==> config.mk <==
export PLATFORM = sky130hd
export DESIGN_NAME = mem_datapath
export DESIGN_NICKNAME = d
export VERILOG_FILES = /design/src/rtl/mem_datapath_pkg.sv /design/src/rtl/mem_datapath_addr_cnt.sv /design/src/rtl/mem_datapath.sv
export SDC_FILE = /design/constraint.sdc
export NUM_CORES = 1
export LEC_CHECK = 0
export BUFFER_PORTS_ARGS = -buffer_cell sky130_fd_sc_hd__buf_2
export CAP_MARGIN = 5
export CORE_ASPECT_RATIO = 0.5
export CORE_MARGIN = 1.5
export CORE_UTILIZATION = 60
export DETAILED_ROUTE_END_ITERATION = 8
export PLACE_DENSITY = 0.82
export SLEW_MARGIN = 20
export SYNTH_ARGS = -nofsm -noshare
export SYNTH_HDL_FRONTEND = slang
export SYNTH_SLANG_ARGS = --single-unit
==> constraint.sdc <==
create_clock -name clk -period 5.65 [get_ports clk]
set_input_delay 1.13 -clock clk [delete_from_list [all_inputs] [get_ports clk]]
set_output_delay 1.13 -clock clk [all_outputs]
set_load 0.02 [all_outputs]
==> src/rtl/mem_datapath_pkg.sv <==
// Shared constants and strobe bundle for the memory datapath and its control decoders.
package mem_datapath_pkg;

   localparam int DEF_DATA_W  = 8;
   localparam int DEF_A_DEPTH = 8;
   localparam int DEF_B_DEPTH = 4;

   // Address width for a given depth; a depth of 1 still needs a 1-bit bus.
   function automatic int addr_w(input int depth);
      return (depth > 1) ? $clog2(depth) : 1;
   endfunction

   localparam int DEF_A_AW = addr_w(DEF_A_DEPTH);
   localparam int DEF_B_AW = addr_w(DEF_B_DEPTH);

   typedef struct packed {
      logic clr;
      logic wea;
      logic inca;
      logic web;
      logic incb;
   } ctl_t;

endpackage

==> src/rtl/mem_datapath_addr_cnt.sv <==
// Modulo-DEPTH address counter with synchronous clear and asynchronous reset.
module addr_cnt #(
   parameter int W     = 3,
   parameter int DEPTH = 8
) (
   input  logic         clk,
   input  logic         rst,
   input  logic         clr,
   input  logic         inc,
   output logic [W-1:0] cnt
);

   localparam logic [W-1:0] LAST = W'(DEPTH - 1);

   always_ff @(posedge clk or posedge rst) begin
      if (rst)
         cnt <= '0;
      else if (clr)
         cnt <= '0;
      else if (inc)
         cnt <= (cnt == LAST) ? '0 : cnt + 1'b1;
   end

endmodule

==> src/rtl/mem_datapath.sv <==
// Pairwise-sum datapath: words written into memory A are read through a two-stage
// pipeline, adjacent pairs summed with carry, and the sums stored into memory B.
module mem_datapath
   import mem_datapath_pkg::*;
#(
   parameter int DATA_W  = DEF_DATA_W,
   parameter int A_DEPTH = DEF_A_DEPTH,
   parameter int B_DEPTH = DEF_B_DEPTH
) (
   input  logic                        clk,
   input  logic                        rst,
   input  logic                        clr,
   input  logic                        wea,
   input  logic                        inca,
   input  logic                        web,
   input  logic                        incb,
   input  logic [DATA_W-1:0]           data_in,
   input  logic [addr_w(B_DEPTH)-1:0]  rd_addr_b,
   output logic [DATA_W:0]             dout_b,
   output logic [addr_w(A_DEPTH)-1:0]  addr_a,
   output logic [addr_w(B_DEPTH)-1:0]  addr_b,
   output logic                        done
);

   localparam int A_AW = addr_w(A_DEPTH);
   localparam int B_AW = addr_w(B_DEPTH);
   localparam logic [B_AW-1:0] B_LAST = B_AW'(B_DEPTH - 1);

   ctl_t ctl;
   assign ctl = '{clr: clr, wea: wea, inca: inca, web: web, incb: incb};

   // clr outranks every strobe, so writes are gated here once for all users
   logic wr_a, wr_b, adv_a;
   assign wr_a  = ctl.wea  & ~ctl.clr;
   assign wr_b  = ctl.web  & ~ctl.clr;
   assign adv_a = ctl.inca & ~ctl.clr;

   logic [DATA_W-1:0] mem_a [A_DEPTH];
   logic [DATA_W:0]   mem_b [B_DEPTH];
   logic [DATA_W-1:0] rd_a;
   logic [DATA_W-1:0] q1, q2;
   logic [DATA_W:0]   sum;

   addr_cnt #(.W(A_AW), .DEPTH(A_DEPTH)) u_addr_a (
      .clk (clk),
      .rst (rst),
      .clr (ctl.clr),
      .inc (ctl.inca),
      .cnt (addr_a)
   );

   addr_cnt #(.W(B_AW), .DEPTH(B_DEPTH)) u_addr_b (
      .clk (clk),
      .rst (rst),
      .clr (ctl.clr),
      .inc (ctl.incb),
      .cnt (addr_b)
   );

   always_ff @(posedge clk or posedge rst) begin
      if (rst) begin
         for (int i = 0; i < A_DEPTH; i++)
            mem_a[i] <= '0;
      end else if (wr_a) begin
         mem_a[addr_a] <= data_in;
      end
   end

   // Combinational read sees the pre-edge word, so a same-cycle write is not forwarded
   assign rd_a = mem_a[addr_a];

   always_ff @(posedge clk or posedge rst) begin
      if (rst) begin
         q1 <= '0;
         q2 <= '0;
      end else if (ctl.clr) begin
         q1 <= '0;
         q2 <= '0;
      end else if (adv_a) begin
         q1 <= rd_a;
         q2 <= q1;
      end
   end

   assign sum = {1'b0, q1} + {1'b0, q2};

   always_ff @(posedge clk or posedge rst) begin
      if (rst) begin
         for (int i = 0; i < B_DEPTH; i++)
            mem_b[i] <= '0;
      end else if (wr_b) begin
         mem_b[addr_b] <= sum;
      end
   end

   always_ff @(posedge clk or posedge rst) begin
      if (rst)
         dout_b <= '0;
      else
         dout_b <= mem_b[rd_addr_b];
   end

   // Writing the last B word wins over a same-edge A write that would re-arm
   always_ff @(posedge clk or posedge rst) begin
      if (rst)
         done <= 1'b0;
      else if (wr_b && addr_b == B_LAST)
         done <= 1'b1;
      else if (wr_a)
         done <= 1'b0;
   end

endmodule

# After elaboration in Yosys (flattened, before gate mapping)

Cells that the tools add are included.

ROM bits: 0
Logic and storage cells: 66
Bits of input ports: 17
Output and inout port bits: 15
Bits in latches: 0
Register bits: 131
Bits in writable memories: 0
Memories kept: 0

Shift-type cells: 0
$mul: 0
$lt $le $gt $ge: 5
Equal/unequal tests: 2
Muxes and demuxes: 24
Div/mod/pow operators: 0
Bitwise gates (word level): 7
Add/subtract/negate cells: 3
Reduce and logical (&&, ||, !) cells: 7

Operators by type and width:

| cell                  | number |
|---|---|
| $bwmux W64            | 1 |
| $mux W8               | 7 |
| $bwmux W36            | 1 |
| $mux W9               | 3 |
| $bmux W8 S3           | 1 |
| $demux W8 S3          | 1 |
| $bmux W9 S2           | 1 |
| $demux W9 S2          | 1 |
| $add A8 B8 Y9         | 1 |
| $mux W3               | 3 |
| $reduce_bool A2 Y1    | 4 |
| $ge A3 B3 Y1 const B  | 2 |
| $mux W2               | 3 |
| $not A2 Y3            | 2 |
| $ge A4 B4 Y1 const B  | 1 |
| $lt A4 B1 Y1 const B  | 1 |
| $not A3 Y4            | 1 |
| $add A3 B1 Y3 const B | 1 |
| $and A1 B1 Y1         | 3 |
| $eq A3 B3 Y1 const B  | 1 |
| $logic_and A1 B1 Y1   | 3 |
| $lt A3 B1 Y1 const B  | 1 |
| $add A2 B1 Y2 const B | 1 |
| $eq A2 B2 Y1 const B  | 1 |
| other kinds (2)       | 3 |

# Depth between registers and ports, before layout

Depth in word-level cells: 6
Gate-level depth with buffers: 8
Gate-level depth less buffers: 8

# Cells and area by module

From an unflattened synthesis, not the netlist that was laid out.

Cells, all modules: 464
Area total of the unflattened synthesis: 6005.8 um^2

By module, submodules not included:

| module               | instances | cells an instance | area an instance (um^2) | seq. area each (um^2) |
|---|---|---|---|---|
| mem_datapath         | 1         | 442               | 5746.8                  | 3153.0 |
| addr_cnt at u_addr_a | 1         | 13                | 155.1                   | 75.1 |
| addr_cnt at u_addr_b | 1         | 9                 | 103.8                   | 50.0 |

# Least setup slack after synthesis

OpenSTA, ideal clock, no wires.

Path kind: in2reg
Start point: input port clr
End point: register mem_a[24] (netlist name)
Buffers on the path: 1
Path slack: 3.452 ns
Stages on the path: 4
Required time: 5.525 ns
Data arrival time: 2.073 ns
Path through: nand3b_4 > or3_1 > buf_6 > mux2_4

Cells in the longest elaborated chain, start to end: 2

RTL lines:

| what                           | line               | text |
|---|---|---|
| start: declaration             | mem_datapath.sv:12 | `input logic clr,` |
| $not A1 Y1                     | mem_datapath.sv:34 | `assign wr_a = ctl.wea & ~ctl.clr;` |
| $and A1 B1 Y1                  | mem_datapath.sv:34 |  |
| end signal: indexed assignment | mem_datapath.sv:65 | `mem_a[addr_a] <= data_in;` |
| end: declaration               | mem_datapath.sv:38 | `logic [DATA_W-1:0] mem_a [A_DEPTH];` |

No other way between the ends.
A chain may end at the register's enable or synchronous reset.

# Worst setup path in the final report

Start point: register u_addr_a.cnt[1]
End point: output port addr_a[1]

RTL lines:

| what                     | line                        | text |
|---|---|---|
| start: declaration       | mem_datapath_addr_cnt.sv:10 | `output logic [W-1:0] cnt` |
| start signal: assignment | mem_datapath_addr_cnt.sv:21 | `cnt <= (cnt == LAST) ? '0 : cnt + 1'b1;` |
| end: declaration         | mem_datapath.sv:20          | `output logic [addr_w(A_DEPTH)-1:0] addr_a,` |

No word-level cell between the ends.

==> flow_summary.ini <==
[timing]
setup_tns_ns = 0
fin_skew_ns = 0.009456
layout_min_cycle_time_ns = 2.502
max_freq_mhz = 399.8
slew_viol_final = 0
setup_violations = 0
fin_crit_sh_pct = 44.27
worst_pin_slew_ns = 0.7913
rsz0062_at_grt = no
hold_viol = 0
slew_headroom_pct = 47.25

[detailed_routing]
first_pass_iters = 4
ant_nets = 0
drc = 0
wl_per_cell_um = 18.37
viasPerCell = 5.817
vias = 3682
wl_mm = 11.63
drt-initial-drc-count = 272

[global_routing]
antenna_found_initial = 0
grt_pass1_wl_mm = 19.38
grt_usage_pct = 24.68
grt_pass1_vias = 3789
grt_max_degree = 92
grt_remaining_overflow = 0

[place]
dp_hpwl_mm = 6.882
place_area_um2 = 6272
io_buffers = 31
place_congestion = 0.7884

[logic_synthesis]
synthXorXnorAreaFrac_pct = 0.5808
synth_top_family_by_area = multiplexers
ys_async_sr_fraction_pct = 100.0
synth_compound_area_share_pct = 6.555
synth-edff-count = 0
synth_warnings = 0
muxShareOfSynthArea_pct = 25.20
synth.net_count = 484
synth_fa_ha_area_share_pct = 3.236
yosysSeqAreaShare_pct = 54.35
ys_ff_latch = 131
avgSynthCellArea_um2 = 13.35
synthSimpleGateAreaFrac_pct = 7.778
synth_cells = 452
synth_area_um2 = 6032
ys_types = 44
synthFlopType = dfrtp_1

[cells_and_area]
antenna_cells = 0
fin_util_pct = 71.99
final_area_um2 = 6913
nNetsFinal = 517
area_growth_pct = 14.60
drive_above_1_share_pct = 33.53

[power_and_ir_drop]
ir_drop_mv = 0.2231
powerDensity_nw_per_um2 = 395.8
leakage_uw = 0.003263
power_uw = 2736

[setup_path]
worstSetupPathType = reg2out
worstSetupEndpointType = primary output
crit_required_ns = 4.52
worstPathArrival_ns = 1.37
start_kind = flop
path_max_fanout = 32

[floorplanning]
ioPinCount = 32
die-width_um = 144.8
dieArea_um2 = 10700
rows = 25
coreArea_um2 = 9603
start_util_pct = 62.81
chipHeight_um = 73.90

[clock_network]
post_cts_resized = 0
cts-root-buf = clkbuf_16
tritoncts = built
clk_latency_ns = 0.41
cts_num_sinks = 131
cts_made_buffers = 17
cts.clk_slew.worst_paths_ns = 0.05
cts_hold_buf = 0
cts.repair_timing.setup_buffer_count = 0
h-tree-depth = 4
cts_max_path_buffers = 2

[flow_run]
max_cap_violations = 0

[min_path]
min_path_type = reg2reg

[outcome]
status = finished, final reports clean
-- power by group --
part,switching (uW),internal [uW],total (uW)
clock,392,783,1180
sequential,80.0,1090,1170
combinational,191,197,388
-- stage by stage --
step | worst slack (ns) | hold WS (ns) | std cells
2_1_floorplan | 1.022 | 0.4432 | 452
3_3_place_gp | 2.858 | 0.4569 | 601
3_5_place_dp | 2.877 | 0.4625 | 601
4_1_cts | 3.139 | 0.4749 | 633
5_1_grt | 3.076 | 0.5065 | 633
6_report | 3.148 | 0.4768 | 633
-- state kept, by name, summed over array words and instances, names as in the netlist --
register and count:
u_addr_a.cnt 3, mem_a 64, q1 8, mem_b 36, u_addr_b.cnt 2, dout_b 9, done 1, q2 8
-- placed cells by master, fill, tap and decap left out, types with 2 or more instances in the layout --
cell type / n
clkinv_2: 3
nor3b_4: 2
clkbuf_8: 4
nor2_1: 29
a211oi_1: 6
inv_1: 5
a21oi_1: 6
o211ai_1: 2
bufinv_16: 4
mux4_2: 18
buf_2: 31
mux2i_1: 24
o21a_1: 3
clkbuf_16: 17
nor3_1: 3
nor2b_1: 2
nand3b_1: 3
ha_1: 14
o21ai_0: 33
a22oi_1: 2
nand2_1: 42
nand3b_2: 2
clkinvlp_4: 2
clkbuf_1: 2
mux2_2: 67
dfrtp_1: 131
o31ai_1: 4
a221oi_1: 2
mux2_4: 8
buf_4: 4
xor2_1: 4
nand2b_1: 3
-- cell usage after synthesis, types with 2 or more instances --
master / number / area (um^2)
o21ai_0: 33 / 165.2
clkbuf_1: 8 / 30.03
o21a_1: 3 / 22.52
buf_4: 4 / 30.03
nand2b_1: 3 / 18.77
mux2_4: 8 / 120.1
nand2_1: 42 / 157.7
nor2_1: 29 / 108.9
dfrtp_1: 131 / 3278
nand3b_1: 3 / 22.52
inv_1: 6 / 22.52
nor3_1: 3 / 15.01
a21oi_1: 6 / 30.03
ha_1: 14 / 175.2
nor3b_4: 2 / 37.54
buf_2: 6 / 30.03
mux4_2: 18 / 405.4
nor2b_1: 2 / 12.51
o31ai_1: 4 / 30.03
buf_6: 2 / 22.52
xor2_1: 4 / 35.03
o211ai_1: 2 / 15.01
mux2_2: 67 / 754.5
a221oi_1: 2 / 17.52
nand3b_2: 2 / 22.52
a22oi_1: 2 / 15.01
a211oi_1: 6 / 45.04
mux2i_1: 24 / 240.2
-- final timing paths --
| check | startpoint | to | slack [ns] | depth (start not counted) |
|---|---|---|---|---|
| setup / recovery | u_addr_a.cnt[1] | addr_a[1] | 3.15 | 2 |
| hold / removal | mem_b[15] | mem_b[15] | 0.48 | 2 |
| setup reg to reg | q1[0] | mem_b[26] | 3.40 | 8 |
| hold reg to reg | mem_b[15] | mem_b[15] | 0.48 | 2 |
| max in group asynchronous | rst | mem_b[8] | 3.79 | 3 |
| min in group asynchronous | rst | done | 0.88 | 2 |
-- layout make-up --
class | instances | area (um^2)
Fill cell | 637 | 2690
Timing Repair Buffer | 35 | 185.2
Tap cell | 135 | 168.9
Clock buffer | 23 | 488.0
Inverter | 6 | 27.53
Sequential cell | 131 | 3278
Clock inverter | 9 | 150.1
Multi-Input combinational cell | 294 | 2615
-- logic make-up after synthesis --
kind of cell	Yosys count
AND/OR/NAND/NOR	93
buffers and inverters	27
multiplexers	117
adder cells (fa/ha/maj)	15
AO/OA/AOI/OAI	65
XOR/XNOR	4
flip-flops	131
-- routing by layer --
layer	GRT usage (%)	share of wire (%)	routed length, um
met3	5.932	4.2	483
met2	40.42	49	5657
met1	32.03	45	5288
met5	0	0	0
met4	10.89	1.7	198
-- worst max-delay path, cell delays in order, from the launching register on --
cell,delay (ns)
dfrtp_1,0.33
buf_4,0.38
buf_2,0.25
Power figures use the tool's default switching activity.
